[config.mk]
export PLATFORM = sky130hd
export DESIGN_NAME = vga_pixel_arbiter
export DESIGN_NICKNAME = d
export VERILOG_FILES = /design/src/rtl/vga_pixel_arbiter.sv
export SDC_FILE = /design/constraint.sdc
export NUM_CORES = 1
export LEC_CHECK = 0
export ABC_AREA = 1
export CAP_MARGIN = 20
export CORE_MARGIN = 1
export CORE_UTILIZATION = 40
export CTS_CLUSTER_DIAMETER = 40
export CTS_CLUSTER_SIZE = 14
export DETAILED_ROUTE_END_ITERATION = 12
export SLEW_MARGIN = 10
export SYNTH_ARGS = -nofsm -noshare
export SYNTH_HDL_FRONTEND = slang
export SYNTH_SLANG_ARGS = --single-unit
[constraint.sdc]
create_clock -name clk -period 1.83 [get_ports clk]
set_input_delay 0.366 -clock clk [delete_from_list [all_inputs] [get_ports clk]]
set_output_delay 0.366 -clock clk [all_outputs]
set_load 0.05 [all_outputs]
[src/rtl/vga_pixel_arbiter.sv]
// vga_pixel_arbiter
// Sits between a circle drawer and a VGA adapter. Drawer pixels pass through
// with one cycle of latency. Off-screen pixels are clipped and counted. A
// clear request takes the output path for a full-screen row-major sweep in a
// single colour, then reports completion with a one-cycle DONE pulse.
// Optional macro PIX_DEDUP_EN: when defined, an in-range pixel identical to
// the last one forwarded is suppressed.
module vga_pixel_arbiter #(
    parameter int H_RES = 160,
    parameter int V_RES = 120
) (
    input  logic       clk,
    input  logic       rst_n,
    input  logic       clear_req,
    input  logic [2:0] clear_colour,
    input  logic       in_plot,
    input  logic [7:0] in_x,
    input  logic [6:0] in_y,
    input  logic [2:0] in_colour,
    output logic [7:0] vga_x,
    output logic [6:0] vga_y,
    output logic [2:0] vga_colour,
    output logic       vga_plot,
    output logic       busy,
    output logic       clear_done,
    output logic [7:0] clip_cnt,
    output logic       dropped
);

    typedef enum logic [1:0] {
        ST_PASS  = 2'd0,
        ST_CLEAR = 2'd1,
        ST_DONE  = 2'd2
    } state_t;

    // Limits widened by one bit so a 256-wide or 128-high screen still compares.
    localparam logic [8:0] X_LIM  = 9'(H_RES);
    localparam logic [7:0] Y_LIM  = 8'(V_RES);
    localparam logic [7:0] X_LAST = 8'(H_RES - 1);
    localparam logic [6:0] Y_LAST = 7'(V_RES - 1);

    state_t     state_r, state_next_s;
    logic [7:0] vga_x_r, vga_x_next_s;
    logic [6:0] vga_y_r, vga_y_next_s;
    logic [2:0] vga_colour_r, vga_colour_next_s;
    logic       vga_plot_r, vga_plot_next_s;
    logic       busy_r, busy_next_s;
    logic       clear_done_r, clear_done_next_s;
    logic [7:0] clip_cnt_r, clip_cnt_next_s;
    logic       dropped_r, dropped_next_s;
    logic [7:0] sweep_x_r, sweep_x_next_s;
    logic [6:0] sweep_y_r, sweep_y_next_s;
    logic       in_range_s;

`ifdef PIX_DEDUP_EN
    logic       last_valid_r, last_valid_next_s;
    logic [7:0] last_x_r, last_x_next_s;
    logic [6:0] last_y_r, last_y_next_s;
    logic [2:0] last_colour_r, last_colour_next_s;
    logic       dup_s;

    assign dup_s = last_valid_r && (in_x == last_x_r) && (in_y == last_y_r)
                   && (in_colour == last_colour_r);
`endif

    assign in_range_s = ({1'b0, in_x} < X_LIM) && ({1'b0, in_y} < Y_LIM);

    assign vga_x      = vga_x_r;
    assign vga_y      = vga_y_r;
    assign vga_colour = vga_colour_r;
    assign vga_plot   = vga_plot_r;
    assign busy       = busy_r;
    assign clear_done = clear_done_r;
    assign clip_cnt   = clip_cnt_r;
    assign dropped    = dropped_r;

    // Next-state and next-output decode; every output is registered from these.
    always_comb begin
        state_next_s      = state_r;
        vga_x_next_s      = vga_x_r;
        vga_y_next_s      = vga_y_r;
        vga_colour_next_s = vga_colour_r;
        vga_plot_next_s   = 1'b0;
        busy_next_s       = 1'b0;
        clear_done_next_s = 1'b0;
        clip_cnt_next_s   = clip_cnt_r;
        dropped_next_s    = dropped_r;
        sweep_x_next_s    = sweep_x_r;
        sweep_y_next_s    = sweep_y_r;
`ifdef PIX_DEDUP_EN
        last_valid_next_s  = last_valid_r;
        last_x_next_s      = last_x_r;
        last_y_next_s      = last_y_r;
        last_colour_next_s = last_colour_r;
`endif
        case (state_r)
            ST_PASS: begin
                if (clear_req) begin
                    // Clear wins; a simultaneous drawer pixel is lost.
                    state_next_s      = ST_CLEAR;
                    sweep_x_next_s    = 8'd0;
                    sweep_y_next_s    = 7'd0;
                    vga_x_next_s      = 8'd0;
                    vga_y_next_s      = 7'd0;
                    vga_colour_next_s = clear_colour;
                    vga_plot_next_s   = 1'b1;
                    busy_next_s       = 1'b1;
                    dropped_next_s    = dropped_r | in_plot;
`ifdef PIX_DEDUP_EN
                    last_valid_next_s = 1'b0;
`endif
                end else if (in_plot && in_range_s) begin
`ifdef PIX_DEDUP_EN
                    if (dup_s) begin
                        vga_plot_next_s = 1'b0;
                    end else begin
                        vga_x_next_s       = in_x;
                        vga_y_next_s       = in_y;
                        vga_colour_next_s  = in_colour;
                        vga_plot_next_s    = 1'b1;
                        last_valid_next_s  = 1'b1;
                        last_x_next_s      = in_x;
                        last_y_next_s      = in_y;
                        last_colour_next_s = in_colour;
                    end
`else
                    vga_x_next_s      = in_x;
                    vga_y_next_s      = in_y;
                    vga_colour_next_s = in_colour;
                    vga_plot_next_s   = 1'b1;
`endif
                end else if (in_plot) begin
                    clip_cnt_next_s = (clip_cnt_r == 8'hFF) ? 8'hFF : clip_cnt_r + 8'd1;
                end else begin
                    state_next_s = ST_PASS;
                end
            end
            ST_CLEAR: begin
                // Drawer pixels are discarded and clear requests ignored while sweeping.
                dropped_next_s = dropped_r | in_plot;
                if ((sweep_x_r == X_LAST) && (sweep_y_r == Y_LAST)) begin
                    state_next_s      = ST_DONE;
                    clear_done_next_s = 1'b1;
                end else if (sweep_x_r == X_LAST) begin
                    sweep_x_next_s  = 8'd0;
                    sweep_y_next_s  = sweep_y_r + 7'd1;
                    vga_x_next_s    = 8'd0;
                    vga_y_next_s    = sweep_y_r + 7'd1;
                    vga_plot_next_s = 1'b1;
                    busy_next_s     = 1'b1;
                end else begin
                    sweep_x_next_s  = sweep_x_r + 8'd1;
                    vga_x_next_s    = sweep_x_r + 8'd1;
                    vga_plot_next_s = 1'b1;
                    busy_next_s     = 1'b1;
                end
            end
            ST_DONE: begin
                dropped_next_s = dropped_r | in_plot;
                state_next_s   = ST_PASS;
            end
            default: begin
                state_next_s = ST_PASS;
            end
        endcase
    end

    // State and output registers with synchronous active-low reset.
    always_ff @(posedge clk) begin
        if (!rst_n) begin
            state_r      <= ST_PASS;
            vga_x_r      <= 8'd0;
            vga_y_r      <= 7'd0;
            vga_colour_r <= 3'd0;
            vga_plot_r   <= 1'b0;
            busy_r       <= 1'b0;
            clear_done_r <= 1'b0;
            clip_cnt_r   <= 8'd0;
            dropped_r    <= 1'b0;
            sweep_x_r    <= 8'd0;
            sweep_y_r    <= 7'd0;
        end else begin
            state_r      <= state_next_s;
            vga_x_r      <= vga_x_next_s;
            vga_y_r      <= vga_y_next_s;
            vga_colour_r <= vga_colour_next_s;
            vga_plot_r   <= vga_plot_next_s;
            busy_r       <= busy_next_s;
            clear_done_r <= clear_done_next_s;
            clip_cnt_r   <= clip_cnt_next_s;
            dropped_r    <= dropped_next_s;
            sweep_x_r    <= sweep_x_next_s;
            sweep_y_r    <= sweep_y_next_s;
        end
    end

`ifdef PIX_DEDUP_EN
    // Last-forwarded-pixel record used to suppress repeats.
    always_ff @(posedge clk) begin
        if (!rst_n) begin
            last_valid_r  <= 1'b0;
            last_x_r      <= 8'd0;
            last_y_r      <= 7'd0;
            last_colour_r <= 3'd0;
        end else begin
            last_valid_r  <= last_valid_next_s;
            last_x_r      <= last_x_next_s;
            last_y_r      <= last_y_next_s;
            last_colour_r <= last_colour_next_s;
        end
    end
`endif

endmodule
After elaboration in Yosys (flattened, before gate mapping)
Cells that the tools add are included.
W data, S select, Z words.
{"block": "op_classes", "n_addsub": 3, "order_cmp": 2, "n_eq_ne": 12, "mux": 31, "bitwise": 3, "n_reduce_logical": 17}
{"operator": "$mux W8", "n": 6}
{"operator": "$mux W7", "n": 5}
{"operator": "$pmux W8 S2", "n": 2}
{"operator": "$pmux W7 S2", "n": 2}
{"operator": "$add A8 B1 Y8 const B", "n": 2}
{"operator": "$eq A8 B8 Y1 const B", "n": 2}
{"operator": "$reduce_and A4 Y1", "n": 3}
{"operator": "$ne A3 B3 Y1 const B", "n": 3}
{"operator": "$reduce_and A3 Y1", "n": 3}
{"operator": "$lt A8 B8 Y1 const B", "n": 1}
{"operator": "$mux W2", "n": 4}
{"operator": "$ne A2 B2 Y1 const B", "n": 4}
{"operator": "$add A7 B1 Y7 const B", "n": 1}
{"operator": "$eq A7 B7 Y1 const B", "n": 1}
{"operator": "$lt A7 B7 Y1 const B", "n": 1}
{"operator": "$mux W1", "n": 6}
{"operator": "$mux W3", "n": 2}
{"operator": "$pmux W1 S2", "n": 3}
{"operator": "$reduce_and A2 Y1", "n": 3}
{"operator": "$reduce_bool A2 Y1", "n": 3}
{"operator": "$pmux W2 S2", "n": 1}
{"operator": "$logic_and A1 B1 Y1", "n": 3}
{"operator": "$eq A2 B1 Y1 const B", "n": 1}
{"operator": "$eq A2 B2 Y1 const B", "n": 1}
{"operator": "other kinds (4)", "n": 5}
{"block": "word_totals", "ff_bits": 47, "inputBits": 25, "output_inout_bits": 30, "elab_cells": 79}

Longest topological paths before layout
{"block": "logic_depth", "ltp_word": 6, "mapped_depth": 11, "ltp_nobuf": 11}

Worst setup path after synthesis
No wires, ideal clock.
{"block": "synth_timing", "path_kind": "flip-flop to flip-flop", "startpoint": "reg clip_cnt_r[0], in the netlist clip_cnt[0]", "endpoint": "reg clip_cnt_r[4], in the netlist clip_cnt[4]", "setup_ps": 71, "arrival_time_ps": 1666, "slack_ps": 93, "stages_incl_launch_ff": 9, "path_buffers": 0, "synth_period_minus_slack_ps": 1737, "path_cell_list": "dfxtp_1 ha_1 nand2_1 inv_1 nand2_1 or2_2 nand3_1 nand2_1 a21oi_1"}
{"block": "synth_between", "elab_chain_len": 2, "word_cells_on_any_way": 3, "classes_between": "add/sub: 1; eq/ne: 1; mux: 1"}
{"item": "start: declaration", "line_no": "49", "source": "logic [7:0] clip_cnt_r, clip_cnt_next_s;"}
{"item": "start signal: assignment", "line_no": "190", "source": "clip_cnt_r <= clip_cnt_next_s;"}
{"item": "$add A8 B1 Y8 / $eq A8 B8 Y1 (equally long branches)", "line_no": "133", "source": "clip_cnt_next_s = (clip_cnt_r == 8'hFF) ? 8'hFF : clip_cnt_r + 8'd1;"}
{"item": "$mux W8 *", "line_no": "133"}
Mark *: on every way between the ends. The rest lies on a longest branch, timed or not.
A chain may end at the register's enable or synchronous reset.

Worst setup path in the final report
{"block": "layout_timing", "startpoint": "reg vga_plot_r, in the netlist vga_plot", "endpoint": "out vga_plot"}
{"item": "start: declaration", "line_no": "46", "source": "logic vga_plot_r, vga_plot_next_s;"}
{"item": "start signal: assignment", "line_no": "187", "source": "vga_plot_r <= vga_plot_next_s;"}
{"item": "end: declaration", "line_no": "23", "source": "output logic vga_plot,"}
No word-level cell between the ends.

==> flow_summary.toml <==
[sta]
hold_slack_ns = 0.4892
report.final.slew_viol_count = 0
worst_pin_slew_ns = 0.5026
hold_viol = 0
setup_viol = 0
relSlewSlack_pct = 66.39
fin_worst_skew_ns = 0.004906
finalSetupTns_ns = 0
fin_crit_ns = 1.777
rsz0062_at_grt = "no"
clock.fmax_mhz = 562.9
fin_crit_sh_pct = 97.09

[floorplan]
core-area_sq_um = 6350
ios = 55
dieArea_sq_um = 6945
initial_core_util_pct = 41.67
fp.dieH_um = 83.34
row_count = 29
die_width_um = 83.34

[drt]
drt-initial-drc-count = 103
viasPerCell = 4.720
wire_per_inst_um = 11.53
drc = 0
ant_nets = 0
dr.pass1.iters = 4
routed_wl_mm = 6.423
num_vias = 2629

[critical_path]
slowest_stage = "clkdlybuf4s50_1"
regToRegStartpoint = "sweep_x_r[0]$_SDFFE_PN0P_"
reg2reg_to = "vga_x[5]$_SDFFE_PN0P_"
cp.arrival_ns = 1.41
crit_type = "flip-flop to output pin"
reg2reg_slack_ns = 0.19
crit_cells = 1
cp_top_family = "buffers and inverters"
path_cells = "clkdlybuf4s50_1"
worst-path-max-fanout = 1
reg2regPathDepth = 11
cp.required_ns = 1.46
slowest_delay_ns = 0.80
cp-start-kind = "flip-flop"
path_buf_inv = 1
endpoint_kind = "output pin"

[placement]
place.gp.congestion = 0.8223
dp_cells = 549
dpl-instance-area_sq_um = 3244
port_buffers = 54
dp_hpwl_mm = 4.946

[clock_tree]
root_buffer = "clkbuf_8"
clkTransAtPathRegs_ns = 0.09
clock_path_buffers = 2
cts_made_buffers = 5
htreeDepth = 2
cts_tree = "built"
clk_latency_ns = 0.30
ctsHoldBuffers = 0
cts_sinks = 47

[finish]
fill_cells = 636
n_antenna_cell = 0
multiInputGateArea_sq_um = 1424
areaGrowthSynthToFinish_pct = 26.34
nNetsFinal = 507
design_area_sq_um = 3343
stdcell_count = 557
seqCellArea_sq_um = 940.9
layout-drive-gt1-share_pct = 14.79

[synth]
syn_area_sq_um = 2646
synthesis.nets = 443
synth_cell_types = 29
ys_ff_latch = 47
ys_warn_count = 0
postSynthAreaPerCell_sq_um = 6.377
ys_seq_area_share_pct = 35.56
synth_cells = 415

[hold_path]
holdPathStages = 2
hp-class = "flip-flop to flip-flop"
hp-start = "vga_colour[1]$_SDFFE_PN0P_"
min_to = "vga_colour[1]$_SDFFE_PN0P_"

[power_and_ir_drop]
p_per_area_nw_per_um2 = 702.3
ir_worst_vdd_v = 0.0003967
power.leakage_nw = 1.612

[grt]
antenna_found_initial = 0
grt-ovfl-total = 0
grt_usage_pct = 18.97
grt_pass1_vias = 2249
grt_max_degree = 21
grt_pass1_wl_mm = 10.74

[run]
max-cap-violations = 0

[status]
outcome = "complete, no violations"
repair_timing:
| action | 4_1_cts | 5_1_grt |
|---|---|---|
| resized for setup | 0 | 3 |
| setup buffers | 0 | 0 |
| setup endpoints to repair | 0 | 5 |
cells by family after synthesis:
group / share of synthesized area, %
XOR/XNOR: 0.3310
AND/OR/NAND/NOR: 41.80
flip-flops: 35.56
buffers and inverters: 11.30
AO/OA/AOI/OAI: 9.598
adder cells (fa/ha/maj): 1.419
layout make-up:
class | instances | area share [%]
tap | 77 | 2.882
clock inverter | 1 | 0.1497
clock buffer | 7 | 2.283
multi-input combinational | 304 | 42.59
inverter | 52 | 5.838
sequential | 47 | 28.14
timing repair buffer | 69 | 18.11
tightest hold or removal path: cells and delay by family (launching register included):
family | cells | cell delay, ns
and+or+nand+nor | 2 | 0.13
DFF | 1 | 0.33
metal layers:
layer  track usage (%)  wire [um]  up-vias
met2             29.43       2851       45
met3             3.082        220       10
met1             26.65       3255     1151
met4             6.426         95        0
met5                 0          0        -
li1                  -          -     1423
cell usage after synthesis (all sizes together):
cell	instances	area share [%]
clkbuf	2	0.28
ha	3	1.4
a21boi	1	0.28
xor2	1	0.33
o21ai	15	2.8
nand2	134	20
dfxtp	47	36
nand3	44	9.6
buf	10	3.6
o21bai	2	0.57
nor3	3	0.57
a31oi	1	0.24
inv	52	7.4
a21oi	27	5.7
nand3b	1	0.28
or2	2	0.47
nand4	2	0.47
nor2	68	10
layout by cell type, fill, tap and decap left out:
cell type	Yosys	final
xor2_1	1	1
clkbuf_1	2	2
nor2_4	2	3
dfxtp_1	47	47
a21oi_1	25	25
ha_1	3	3
buf_4	1	42
o21bai_1	2	2
nand3_4	2	3
clkbuf_8	0	5
a31oi_1	1	1
buf_12	0	2
nand2_4	2	3
nand3_2	2	1
o21ai_0	15	15
clkinv_2	0	1
clkdlybuf4s50_1	0	25
a21oi_4	1	1
nor2_1	65	65
a21oi_2	1	1
inv_2	3	3
a21boi_1	1	1
nand3_1	40	40
or2_2	2	2
nand2_1	127	127
nor3_1	3	3
nand4_1	2	2
nand3b_1	1	1
nand2_2	5	4
inv_1	49	49
flip-flops by register name, indices dropped and copies added, names as in the netlist:
name / flops
dropped: 1
state_r: 2
clip_cnt: 8
vga_plot: 1
busy: 1
sweep_y_r: 7
sweep_x_r: 8
vga_y: 7
clear_done: 1
vga_x: 8
vga_colour: 3
through the flow:
step | worst slack [ns] | utilization [%] | total power, mW
after floorplan | 0.09336 | - | 1.558
after global placement | -0.009599 | 51.09 | 1.763
after detailed placement | -0.03350 | 51.09 | 1.768
after CTS | 0.03908 | 52.37 | 2.377
after global routing | 0.01884 | 52.65 | 2.470
final | 0.05333 | 52.65 | 2.348
power breakdown:
group | internal [mW] | leakage (nW) | switching (mW)
sequential | 1.08 | 0.385 | 0.0453
clock | 0.269 | 0.0422 | 0.337
combinational | 0.230 | 1.18 | 0.385
total | 1.58 | 1.61 | 0.767
how the worst max path moves through the flow:
stage,to,start,slack [ns]
2_1_floorplan,clip_cnt[4]$_SDFFE_PN0P_,clip_cnt[0]$_SDFFE_PN0P_,0.09
3_3_place_gp,vga_y[5]$_SDFFE_PN0P_,in_x[5],-0.01
3_5_place_dp,vga_y[0]$_SDFFE_PN0P_,in_x[5],-0.03
4_1_cts,vga_plot,vga_plot$_SDFF_PN0_,0.04
5_1_grt,vga_x[5]$_SDFFE_PN0P_,sweep_x_r[1]$_SDFFE_PN0P_,0.02
6_report,vga_plot,vga_plot$_SDFF_PN0_,0.05
(Power assumes the default switching activity.)
==> RTL change: new RTL, same flow settings <==
Set the parameter `H_RES` to 120 (it was 160).
--- a/src/rtl/vga_pixel_arbiter.sv
+++ b/src/rtl/vga_pixel_arbiter.sv
@@ -8,3 +8,3 @@
 module vga_pixel_arbiter #(
-    parameter int H_RES = 160,
+    parameter int H_RES = 120,
     parameter int V_RES = 120
Formal check against the unedited RTL: not equivalent (a bounded check fails within 4 cycles, from zero or initial values and one cycle with rst_n low).
==> RTL change against the unedited design <==
  * Sequential cell count is the same
  * Worst hold slack got worse by 0.022 ns
  * Cell area grew 0.56%
  * Area after synthesis shrank 0.33%
  * Setup slack improved by 0.16 ns
  * Combinational power down 3%
  * Non-clock buffer count increased by 3
  * Power rose by 1.3%
  * Cell count decreased by 0.54%
  * Critical path depth grew 9
  * Routed wire length shrank 1.2%
  * First-iteration DRC count shrank 3.9%
  * Critical endpoint is now sweep_y_r[3]
  * Sequential share of layout area fell by 0.16 points
  * Largest power group unchanged
==> RTL change: results (changes against the unedited design) <==
- Status: finished clean
- Min-delay worst type: reg -> reg
- DRT Wirelength: 6340 µm (-1.2%)
- Clock Skew: 0.00926 ns (+0.00436 ns)
- Largest net degree at the start of global routing: 17 (-19%)
- Placed wire-length estimate: 4800 µm (-2.9%)
- Net count, final: 504 (-0.59%)
- Clock latency on the worst-skew pair: 0.31 ns
- Static Leak: 1.66 nW (+2.9%)
- Share of cells above drive strength 1: 17.6% (+2.8 points)
- Rel. slew slack: 66.6% (+0.18 points)
- Worst VDD drop: 0.344 mV (-13%)
- DRT Pass-1 Iters: 4 (unchanged)
- Post-synth top flop: dfxtp_1
- Root Driver: clkbuf_8
- Top post-synthesis cells by count: 121 x nand2_1, 67 x nor2_1, 47 x dfxtp_1
- Vias in the first global route: 2333 (+3.7%)
- Place WS: -0.0313 ns (+0.00215 ns)
- Placement Cell Area: 3260 µm² (+0.42%)
- GRT Overall Usage: 19.4% (+0.42 points)
- First-pass GRT wire length: 11000 µm (+2.9%)
- Area Growth Syn to Fin: 27.5%
- Distinct cells, synth: 33 (+14%)
- # diodes: 0 (unchanged)
- Routability Congestion: 0.828 (+0.69%)
- Post-CTS Resized: 0 (unchanged)
- Synth top area cells: dfxtp_1 36%, nand2_1 17%, nor2_1 9.5%
- Postcts setup bufs: 0 (unchanged)
- Worst EP arrival: 1.83 ns (+0.42 ns)
- Synthesized Nets: 436 (-1.6%)
- Vias: 2573 (-2.1%)
- Worst-path clk slew: 0.09 ns (about the same)
- CP max FO: 14 (+13)
- Seq/Total Area, Yosys: 35.7% (+0.12 points)
- CP max stage cell: dfxtp_1
- Initial antenna violation count: 0 (unchanged)
- Initial drt markers: 99 (-3.9%)
- Crit-path max cell delay: 0.40 ns (-0.40 ns)
- Ys async rst share: 0% (unchanged)
- Cell family with most CP delay: simple AND/OR/NAND/NOR gates
[RTL change: cell count changes after synthesis, sizes merged, moves of 2 or more]
cell / unedited run / this run
nand3: 44 / 39
inv: 52 / 47
nor2: 68 / 72
buf: 10 / 8
o21ai: 15 / 8
xor2: 1 / 3
nor3: 3 / 5
[RTL change: logic make-up (layout without fill, tap and decap cells)]
family	Yosys count	in the layout	share of synthesized area [%]
adders and majority gates	3	3	1.42
buffers and inverters	59	128	9.96
AOI/OAI and AO/OA	39	39	8.06
DFF	47	47	35.7
xor gates and xnor gates	3	3	0.996
and+or+nand+nor	257	257	43.9
[RTL change: path summary, 6_finish.rpt]
kind | from | endpoint | slack (ns) | cells past startpoint
worst max-delay path | sweep_x_r[0] | sweep_y_r[3] | 0.21 | 10
worst min-delay path | vga_colour[0] | vga_colour[0] | 0.47 | 2
worst max register to register | sweep_x_r[0] | sweep_y_r[3] | 0.21 | 10
worst min register to register | vga_colour[0] | vga_colour[0] | 0.47 | 2
[RTL change: final cells by class]
type	count	area, µm²
fillers	671	2990
multi-input cells	302	1450
flip-flops and latches	47	941
repair buffers	72	606
inverters	48	184
well taps	77	96.3
clock buffers	5	68.8
clock inverters	3	20.0
[RTL change: through the flow]
stage	power (mW)	utilization, %	instances	TNS [ns]
CTS	2.41	52.7	554	0
detailed placement	1.75	51.3	546	-0.0632
global placement	1.75	51.3	546	-0.0521
finish	2.38	52.9	554	0
floorplan	1.55	-	408	0
global route	2.51	52.9	554	0
[RTL change: layer usage]
layer	GRT usage [%]	up-vias	routed length, µm
met5	0	-	0
met4	5.64	0	74
met3	3.38	6	222
met2	31.1	37	2850
met1	26.6	1121	3190
li1	-	1409	-
[RTL change: worst reg2reg max path, delay by kind of cell (launching register included)]
family | cells | cell delay (ns)
adders and majority gates | 1 | 0.21
DFF | 1 | 0.40
buffers and inverters | 1 | 0.08
and+or+nand+nor | 8 | 0.83
[RTL change: power breakdown]
part           leakage [nW]  switching, mW  internal [mW]
combinational          1.23          0.374          0.223
clock                0.0402          0.385          0.267
sequential            0.385         0.0471           1.08
